$ cat src/rtl/uart_num_parser.sv
// uart_num_parser: turns a received ASCII byte stream into signed integer
// tokens and line-end events. Every byte delivered with rx_done produces its
// pulses (num_valid / line_end / err_char / err_ovf) exactly one cycle later.
module uart_num_parser #(
  parameter int ELEM_W     = 8,
  parameter int MAX_DIGITS = 3
) (
  input  logic              clk,
  input  logic              rst_n,
  input  logic              clr,
  input  logic [7:0]        rx_data,
  input  logic              rx_done,
  output logic              num_valid,
  output logic [ELEM_W-1:0] num_data,
  output logic              line_end,
  output logic              err_char,
  output logic              err_ovf
);

  // Four extra bits so acc*10+9 cannot wrap before the range check.
  localparam int ACC_W = ELEM_W + 4;
  localparam int CNT_W = $clog2(MAX_DIGITS + 2);

  localparam logic [ACC_W-1:0] LIM_POS = ACC_W'((64'd1 << (ELEM_W - 1)) - 64'd1);
  localparam logic [ACC_W-1:0] LIM_NEG = ACC_W'(64'd1 << (ELEM_W - 1));
  localparam logic [CNT_W-1:0] CNT_MAX = CNT_W'(MAX_DIGITS);

  typedef enum logic [1:0] {
    S_IDLE,
    S_SIGN,
    S_DIGITS,
    S_DROP
  } state_t;

  state_t            r_state;
  logic [ACC_W-1:0]  r_acc;
  logic [CNT_W-1:0]  r_cnt;
  logic              r_neg;
  logic              r_cr_seen;

  logic              w_is_dig;
  logic              w_is_min;
  logic              w_is_sep;
  logic              w_is_cr;
  logic              w_is_lf;
  logic              w_is_nl;
  logic              w_skip_lf;
  logic              w_ovf;
  logic [ACC_W-1:0]  w_digit;
  logic [ACC_W-1:0]  w_acc_next;
  logic [ACC_W-1:0]  w_limit;
  logic [CNT_W-1:0]  w_cnt_next;
  logic [ELEM_W-1:0] w_mag;
  logic [ELEM_W-1:0] w_tok;

  // Classify the incoming byte and precompute the next accumulator value.
  always_comb begin
    w_is_dig   = (rx_data >= 8'h30) && (rx_data <= 8'h39);
    w_is_min   = (rx_data == 8'h2D);
    w_is_sep   = (rx_data == 8'h20) || (rx_data == 8'h09) || (rx_data == 8'h2C);
    w_is_cr    = (rx_data == 8'h0D);
    w_is_lf    = (rx_data == 8'h0A);
    w_is_nl    = w_is_cr || w_is_lf;
    // LF completing a CRLF pair is swallowed without any effect.
    w_skip_lf  = w_is_lf && r_cr_seen;
    w_digit    = {{(ACC_W - 4){1'b0}}, rx_data[3:0]};
    w_acc_next = (r_acc << 3) + (r_acc << 1) + w_digit;
    w_cnt_next = r_cnt + CNT_W'(1);
    w_limit    = r_neg ? LIM_NEG : LIM_POS;
    w_ovf      = (w_cnt_next > CNT_MAX) || (w_acc_next > w_limit);
    w_mag      = r_acc[ELEM_W-1:0];
    w_tok      = r_neg ? -w_mag : w_mag;
  end

  // Parser FSM with registered single-cycle pulse outputs.
  always_ff @(posedge clk or negedge rst_n) begin
    if (!rst_n) begin
      r_state   <= S_IDLE;
      r_acc     <= '0;
      r_cnt     <= '0;
      r_neg     <= 1'b0;
      r_cr_seen <= 1'b0;
      num_valid <= 1'b0;
      num_data  <= '0;
      line_end  <= 1'b0;
      err_char  <= 1'b0;
      err_ovf   <= 1'b0;
    end else begin
      num_valid <= 1'b0;
      line_end  <= 1'b0;
      err_char  <= 1'b0;
      err_ovf   <= 1'b0;
      if (clr) begin
        r_state   <= S_IDLE;
        r_acc     <= '0;
        r_cnt     <= '0;
        r_neg     <= 1'b0;
        r_cr_seen <= 1'b0;
      end else if (rx_done) begin
        r_cr_seen <= w_is_cr;
        if (!w_skip_lf) begin
          case (r_state)
            S_IDLE: begin
              if (w_is_dig) begin
                r_acc   <= w_digit;
                r_cnt   <= CNT_W'(1);
                r_neg   <= 1'b0;
                r_state <= S_DIGITS;
              end else if (w_is_min) begin
                r_neg   <= 1'b1;
                r_state <= S_SIGN;
              end else if (w_is_nl) begin
                line_end <= 1'b1;
              end else if (!w_is_sep) begin
                err_char <= 1'b1;
                r_state  <= S_DROP;
              end
            end
            S_SIGN: begin
              if (w_is_dig) begin
                r_acc   <= w_digit;
                r_cnt   <= CNT_W'(1);
                r_state <= S_DIGITS;
              end else if (w_is_sep || w_is_nl) begin
                err_char <= 1'b1;
                line_end <= w_is_nl;
                r_state  <= S_IDLE;
              end else begin
                err_char <= 1'b1;
                r_state  <= S_DROP;
              end
            end
            S_DIGITS: begin
              if (w_is_dig) begin
                if (w_ovf) begin
                  err_ovf <= 1'b1;
                  r_state <= S_DROP;
                end else begin
                  r_acc <= w_acc_next;
                  r_cnt <= w_cnt_next;
                end
              end else if (w_is_sep || w_is_nl) begin
                num_valid <= 1'b1;
                num_data  <= w_tok;
                line_end  <= w_is_nl;
                r_state   <= S_IDLE;
              end else begin
                err_char <= 1'b1;
                r_state  <= S_DROP;
              end
            end
            S_DROP: begin
              if (w_is_sep || w_is_nl) begin
                line_end <= w_is_nl;
                r_state  <= S_IDLE;
              end
            end
            default: r_state <= S_IDLE;
          endcase
        end
      end
    end
  end

endmodule

$ cat config.mk
export PLATFORM = sky130hd
export DESIGN_NAME = uart_num_parser
export DESIGN_NICKNAME = d
export VERILOG_FILES = /design/src/rtl/uart_num_parser.sv
export SDC_FILE = /design/constraint.sdc
export NUM_CORES = 1
export LEC_CHECK = 0
export BUFFER_PORTS_ARGS = -buffer_cell sky130_fd_sc_hd__buf_2
export CORE_ASPECT_RATIO = 0.5
export CORE_MARGIN = 2
export CORE_UTILIZATION = 45
export CTS_CLUSTER_DIAMETER = 80
export DETAILED_ROUTE_END_ITERATION = 6
export SETUP_SLACK_MARGIN = 0.05
export SLEW_MARGIN = 20
export SYNTH_ARGS = -nofsm -noshare
export SYNTH_HDL_FRONTEND = slang
export SYNTH_SLANG_ARGS = --single-unit
export TNS_END_PERCENT = 100
$ cat constraint.sdc
create_clock -name clk -period 4.7 [get_ports clk]
set_clock_uncertainty 0.15 [all_clocks]
set_input_delay 0.47 -clock clk [delete_from_list [all_inputs] [get_ports clk]]
set_output_delay 0.47 -clock clk [all_outputs]
set_load 0.02 [all_outputs]
After elaboration in Yosys (flattened, before gate mapping)
Index checks and enable logic that the tools add are counted.
{ "totals": {"output_inout_bits": 12, "word_cells": 125, "regBits": 30} }
{ "op_classes": {"mux": 69, "n_addsub": 4, "n_eq_ne": 17, "magnitude_cmp": 4, "n_reduce_logical": 18, "n_bitwise": 3} }
{ "op_table": {"columns": ["operator", "n"], "rows": [
  ["$mux 11", 6],
  ["$mux 1", 38],
  ["$eq 8x4->1 const B", 3],
  ["$eq 8x6->1 const B", 3],
  ["$mux 2", 12],
  ["$pmux 11 s2", 1],
  ["$mux 3", 6],
  ["$reduce_and 6->1", 3],
  ["$mux 8", 2],
  ["$add 12x12->12", 1],
  ["$add 12x4->12", 1],
  ["$gt 12x8->1", 1],
  ["$ne 5x5->1 const B", 2],
  ["$ne 3x3->1 const B", 3],
  ["$ge 8x6->1 const B", 1],
  ["$le 8x6->1 const B", 1],
  ["$neg 8->8", 1],
  ["$pmux 2 s4", 1],
  ["$pmux 1 s3", 2],
  ["$pmux 3 s2", 1],
  ["$reduce_bool 3->1", 2],
  ["$logic_or 1x1->1", 5],
  ["$eq 2x2->1 const B", 2],
  ["$ne 4x4->1 const B", 1],
  ["11 further kinds", 16]
]} }

Logic depth before layout (Yosys ltp)
{ "depth": {"ltp_word": 11, "depth_mapped": 19, "depth_no_buf": 18} }

Worst setup path after synthesis
OpenSTA, ideal clock, no wires.
{ "synth_timing": {"kind": "input-to-reg", "from": "in rx_data[3]", "to": "reg r_acc[3]", "path_stages": 18, "setup_slack_ns": 0.315, "setup_time_ns": 0.125, "arrival_time_ns": 4.110, "path_cell_list": "inv_1 fa_1 inv_1 ha_1 a211oi_1 nor2_1 o21a_1 nor2_1 xnor2_1 ha_1 nand2_1 nor2_1 a211oi_1 o21ai_0 a2111oi_4 nand4_4 a21boi_4 mux2_2"} }
{ "synth_via": {"elab_chain_len": 7} }
{ "synth_rtl": {"columns": ["item", "line_no", "rtl"], "rows": [
  ["start: declaration", "11", "input logic [7:0] rx_data,"],
  ["parallel branches: the longest is 7 deep, another holds $add 12x4->12", null, null],
  ["end signal: assignment", "105", "r_acc <= w_digit;"],
  ["end signal: assignment", "121", "r_acc <= w_digit;"],
  ["end signal: assignment", "139", "r_acc <= w_acc_next;"],
  ["end: declaration", "36", "logic [ACC_W-1:0] r_acc;"]
]} }
Several ways; the timed one is not identified. The select of a mux whose other input is x is not followed.
A chain may end at the register's enable or synchronous reset.

Final worst setup path
{ "layout_timing": {"from": "reg r_acc[0]", "to": "reg r_cnt[0]"} }
{ "layout_via": {"elab_chain_len": 6} }
{ "layout_rtl": {"columns": ["item", "line_no", "rtl"], "rows": [
  ["$add 12x12->12", "67", "w_acc_next = (r_acc << 3) + (r_acc << 1) + w_digit;"],
  ["$add 12x4->12", "67", null],
  ["$gt 12x8->1", "70", "w_ovf = (w_cnt_next > CNT_MAX) || (w_acc_next > w_limit);"],
  ["$logic_or 1x1->1", "70", null],
  ["$ne 3x3->1 (no line)", null, null],
  ["$reduce_and 6->1 (no line)", null, null],
  ["end signal: assignment", "140", "r_cnt <= w_cnt_next;"],
  ["end: declaration", "37", "logic [CNT_W-1:0] r_cnt;"]
]} }
Every way passes these cells.

==> metrics.csv <==
stage,metric,value,unit
status,status,"finished, final reports clean",
clock_tree,worst skew pair latency,0.27,ns
yosys,"Cell Area, Synth",2450,sq um
worst_setup_path,r2r startpoint,r_acc[0]$_DFFE_PN0P_,
timing,final hold slack,0.0739,ns
grt,Total GRT Usage,0.192,
floorplan,die area,6080,sq um
yosys,"top cells by area, synth","dfrtp_1, ha_1, xnor2_1, inv_1, nor2_1",
detailed_routing,total wire length,5200,microns
detailed_routing,Vias/cell,5.37,
clock_tree,clock buffer depth,2,
yosys,Synth Warn #,0,
clock_tree,# hold bufs at CTS,0,
yosys,Mapped Cells,266,
yosys,Yosys reg bits,30,
worst_setup_path,Worst Path Arrival,4.51,ns
floorplan,core area,5090,sq um
cells_and_area,area growth from synthesis to layout,11.9,%
clock_tree,post-cts sizing count,0,
cells_and_area,layout cells sized above 1,0.167,
cells_and_area,fin area,2740,sq um
yosys,Synth Flop Type,dfrtp_1,
floorplan,die width,108,microns
floorplan,# rows,18,
worst_setup_path,slowest CP cell,fa_1,
power_and_ir_drop,leak pwr,1.34,nW
detailed_routing,vias,1953,
detailed_routing,drt drc,0,
cells_and_area,final layout net count,342,
timing,Slew headroom,0.352,
worst_setup_path,crit path cell chain,inv_1 -> fa_1 -> inv_1 -> ha_1 -> a211oi_2 -> nor2_1 -> o21a_1 -> nor2_1 -> xnor2_1 -> ha_1 -> nand4_1 -> or3_1 -> a2111oi_4 -> nand4_4 -> buf_4 -> a21boi_0 -> o221a_2,
grt,first-pass GRT wire length,9090,microns
floorplan,# IOs,24,
yosys,synth unique cells,52,
timing,part of the cycle the worst path needs,0.945,
worst_setup_path,RR Endpoint,r_cnt[0]$_DFFE_PN0P_,
yosys,ys async rst share,1.00,
job,MaxCap Viol Count,0,
yosys,top cell type by total area after synthesis,dfrtp_1,
timing,setup tns final,0,ns
yosys,synthesized netlist net count,314,
worst_setup_path,Worst EP required,4.77,ns
clock_tree,clk slew on worst S/H paths,0.06,ns
placement,gpl congestion,0.857,
timing,Max Fclk,225,MHz
worst_setup_path,max incr delay on CP,0.55,ns
yosys,number of synthesized flops with an enable pin,0,
clock_tree,postcts setup bufs,0,
worst_setup_path,worst-path fanout max,6,
clock_tree,TritonCTS buffer count,5,
cells_and_area,Fillers,487,
timing,Worst-Margin Slew,0.968,ns
cells_and_area,final cell count without fillers,364,
clock_tree,H-tree levels,2,
worst_setup_path,buffers plus inverters on the worst setup path,3,
timing,pins over their slew limit,0,
timing,Setup Viol. Count Final,0,
placement,IO Port Bufs,23,
worst_setup_path,type of origin of the critical path,flip-flop,
worst_setup_path,FF-to-FF path depth,17,
yosys,sequential share of the synthesized area,0.307,
timing,unrepaired setup endpoints after global routing,true,
worst_setup_path,Setup CP Type,flip-flop to flip-flop,
grt,largest net degree at the start of global routing,31,
hold_path,Hold/Removal Path Class,primary input to asynchronous set/reset pin,
placement,DP Wirelength,4100,microns
grt,GRT overflow,0,
clock_tree,# clock sinks,30,
cells_and_area,Post-Route Utilization,0.538,
floorplan,die span in y,56.1,microns
detailed_routing,ANT nets after route,0,
placement,placed instance count,357,
worst_setup_path,crit-path leading delay family,compound AO/OA/AOI/OAI gates,
worst_setup_path,CP Capture Type,flip-flop,
clock_tree,CTS tree,built,
detailed_routing,drt pass-1 iters,4,
floorplan,Initial Utilization,0.481,
timing,final hold violations,0,
placement,area of placed instances,2640,sq um
cells_and_area,area occupied by multi-input gates,1570,sq um
grt,initial antenna violation count,0,
detailed_routing,WL/cell,14.3,microns
detailed_routing,initial DRC count,93,
power_and_ir_drop,VDD IR max,0.166,mV
clock_tree,root buf cell,clkbuf_8,
cells_and_area,ANT cells,0,
timing,fin crit period,4.44,ns
power_and_ir_drop,power per cell area,269,nW/um^2
worst_setup_path,R2R Setup Slk,0.26,ns
yosys,post-synth top area share,0.307,
grt,vias in the first global route,1891,
cells_and_area,FF/Latch Area,752,sq um
yosys,syn_area_per_cell,9.20,sq um
==> worst max path at each step <==
stage / start / end / slack (ns) / cells past startpoint
final: r_acc[0]$_DFFE_PN0P_ / r_cnt[0]$_DFFE_PN0P_ / 0.26 / 17
after global routing: r_acc[2]$_DFFE_PN0P_ / r_acc[0]$_DFFE_PN0P_ / 0.04 / 17
after CTS: r_acc[0]$_DFFE_PN0P_ / r_acc[5]$_DFFE_PN0P_ / 0.13 / 19
after detailed placement: rx_data[3] / r_acc[0]$_DFFE_PN0P_ / 0.02 / 20
after global placement: rx_data[3] / r_acc[0]$_DFFE_PN0P_ / 0.11 / 20
after floorplan: rx_data[3] / r_acc[3]$_DFFE_PN0P_ / 0.31 / 18
==> power breakdown <==
part / switching [mW] / internal (mW) / leakage [nW] / total (mW)
clock network: 0.0938 / 0.0991 / 0.0438 / 0.193
registers: 0.0171 / 0.273 / 0.409 / 0.290
logic: 0.148 / 0.105 / 0.884 / 0.254
==> per-layer routing <==
metal | share of wire | wire, microns | up-vias | GRT usage
li1 | - | - | 993 | -
met1 | 0.51 | 2680 | 920 | 0.282
met2 | 0.44 | 2270 | 38 | 0.288
met3 | 0.048 | 252 | 2 | 0.0457
met4 | 0.00077 | 4 | 0 | 0.0311
met5 | 0 | 0 | - | 0
==> sequential cells by signal (all words and copies together), names as in the netlist <==
name / count
err_ovf: 1
r_cr_seen: 1
err_char: 1
line_end: 1
r_acc: 11
r_state: 2
num_valid: 1
num_data: 8
r_cnt: 3
r_neg: 1
==> cells by family after synthesis <==
group,count (synthesis),share of synthesized area
AOI/OAI and AO/OA,62,0.182
xor gates and xnor gates,16,0.0573
adders and majority gates,36,0.190
buffers and inverters,32,0.0537
DFF,30,0.307
muxes,10,0.0429
and+or+nand+nor,80,0.168
==> cell usage after synthesis (all sizes together), types with 3 or more instances <==
cell and number:
inv 27, mux2i 6, o21ai 10, nor3 7, a211oi 4, o2bb2ai 6
nor2b 5, nand2 17, xnor2 14, a21oi 20, or3 3, o21a 5
mux2 4, ha 34, dfrtp 30, nor2 27, buf 4, o31ai 4
nand3 7
==> cell type report <==
type                            instances  area share
Tap cell                               70      0.0320
Inverter                               27      0.0370
Timing Repair Buffer                   26      0.0530
Clock inverter                          2     0.00366
Multi-Input combinational cell        204       0.574
Clock buffer                            5      0.0251
Sequential cell                        30       0.275
==> layout by cell type (no fill, tap or decap), drive strengths merged, types with 2 or more instances in the layout <==
master / Yosys / final
ha: 34 / 34
dfrtp: 30 / 30
inv: 27 / 27
nor2: 27 / 27
buf: 4 / 26
a21oi: 20 / 20
nand2: 17 / 17
xnor2: 14 / 14
o21ai: 10 / 10
nand3: 7 / 7
nor3: 7 / 7
o2bb2ai: 6 / 6
mux2i: 6 / 6
o21a: 5 / 5
nor2b: 5 / 5
clkbuf: 1 / 5
o31ai: 4 / 4
mux2: 4 / 4
a211oi: 4 / 4
or3: 3 / 3
xor2: 2 / 2
fa: 2 / 2
clkinv: 0 / 2
nand4: 2 / 2
a21boi: 2 / 2
==> per-stage QoR <==
step                      power [mW]  setup slack (ns)
final                          0.736             0.259
after global routing           0.792            0.0369
after CTS                      0.738             0.126
after detailed placement       0.543            0.0176
after global placement         0.537             0.108
after floorplan                0.475             0.315
No activity file was read; power rests on OpenSTA's default activity.
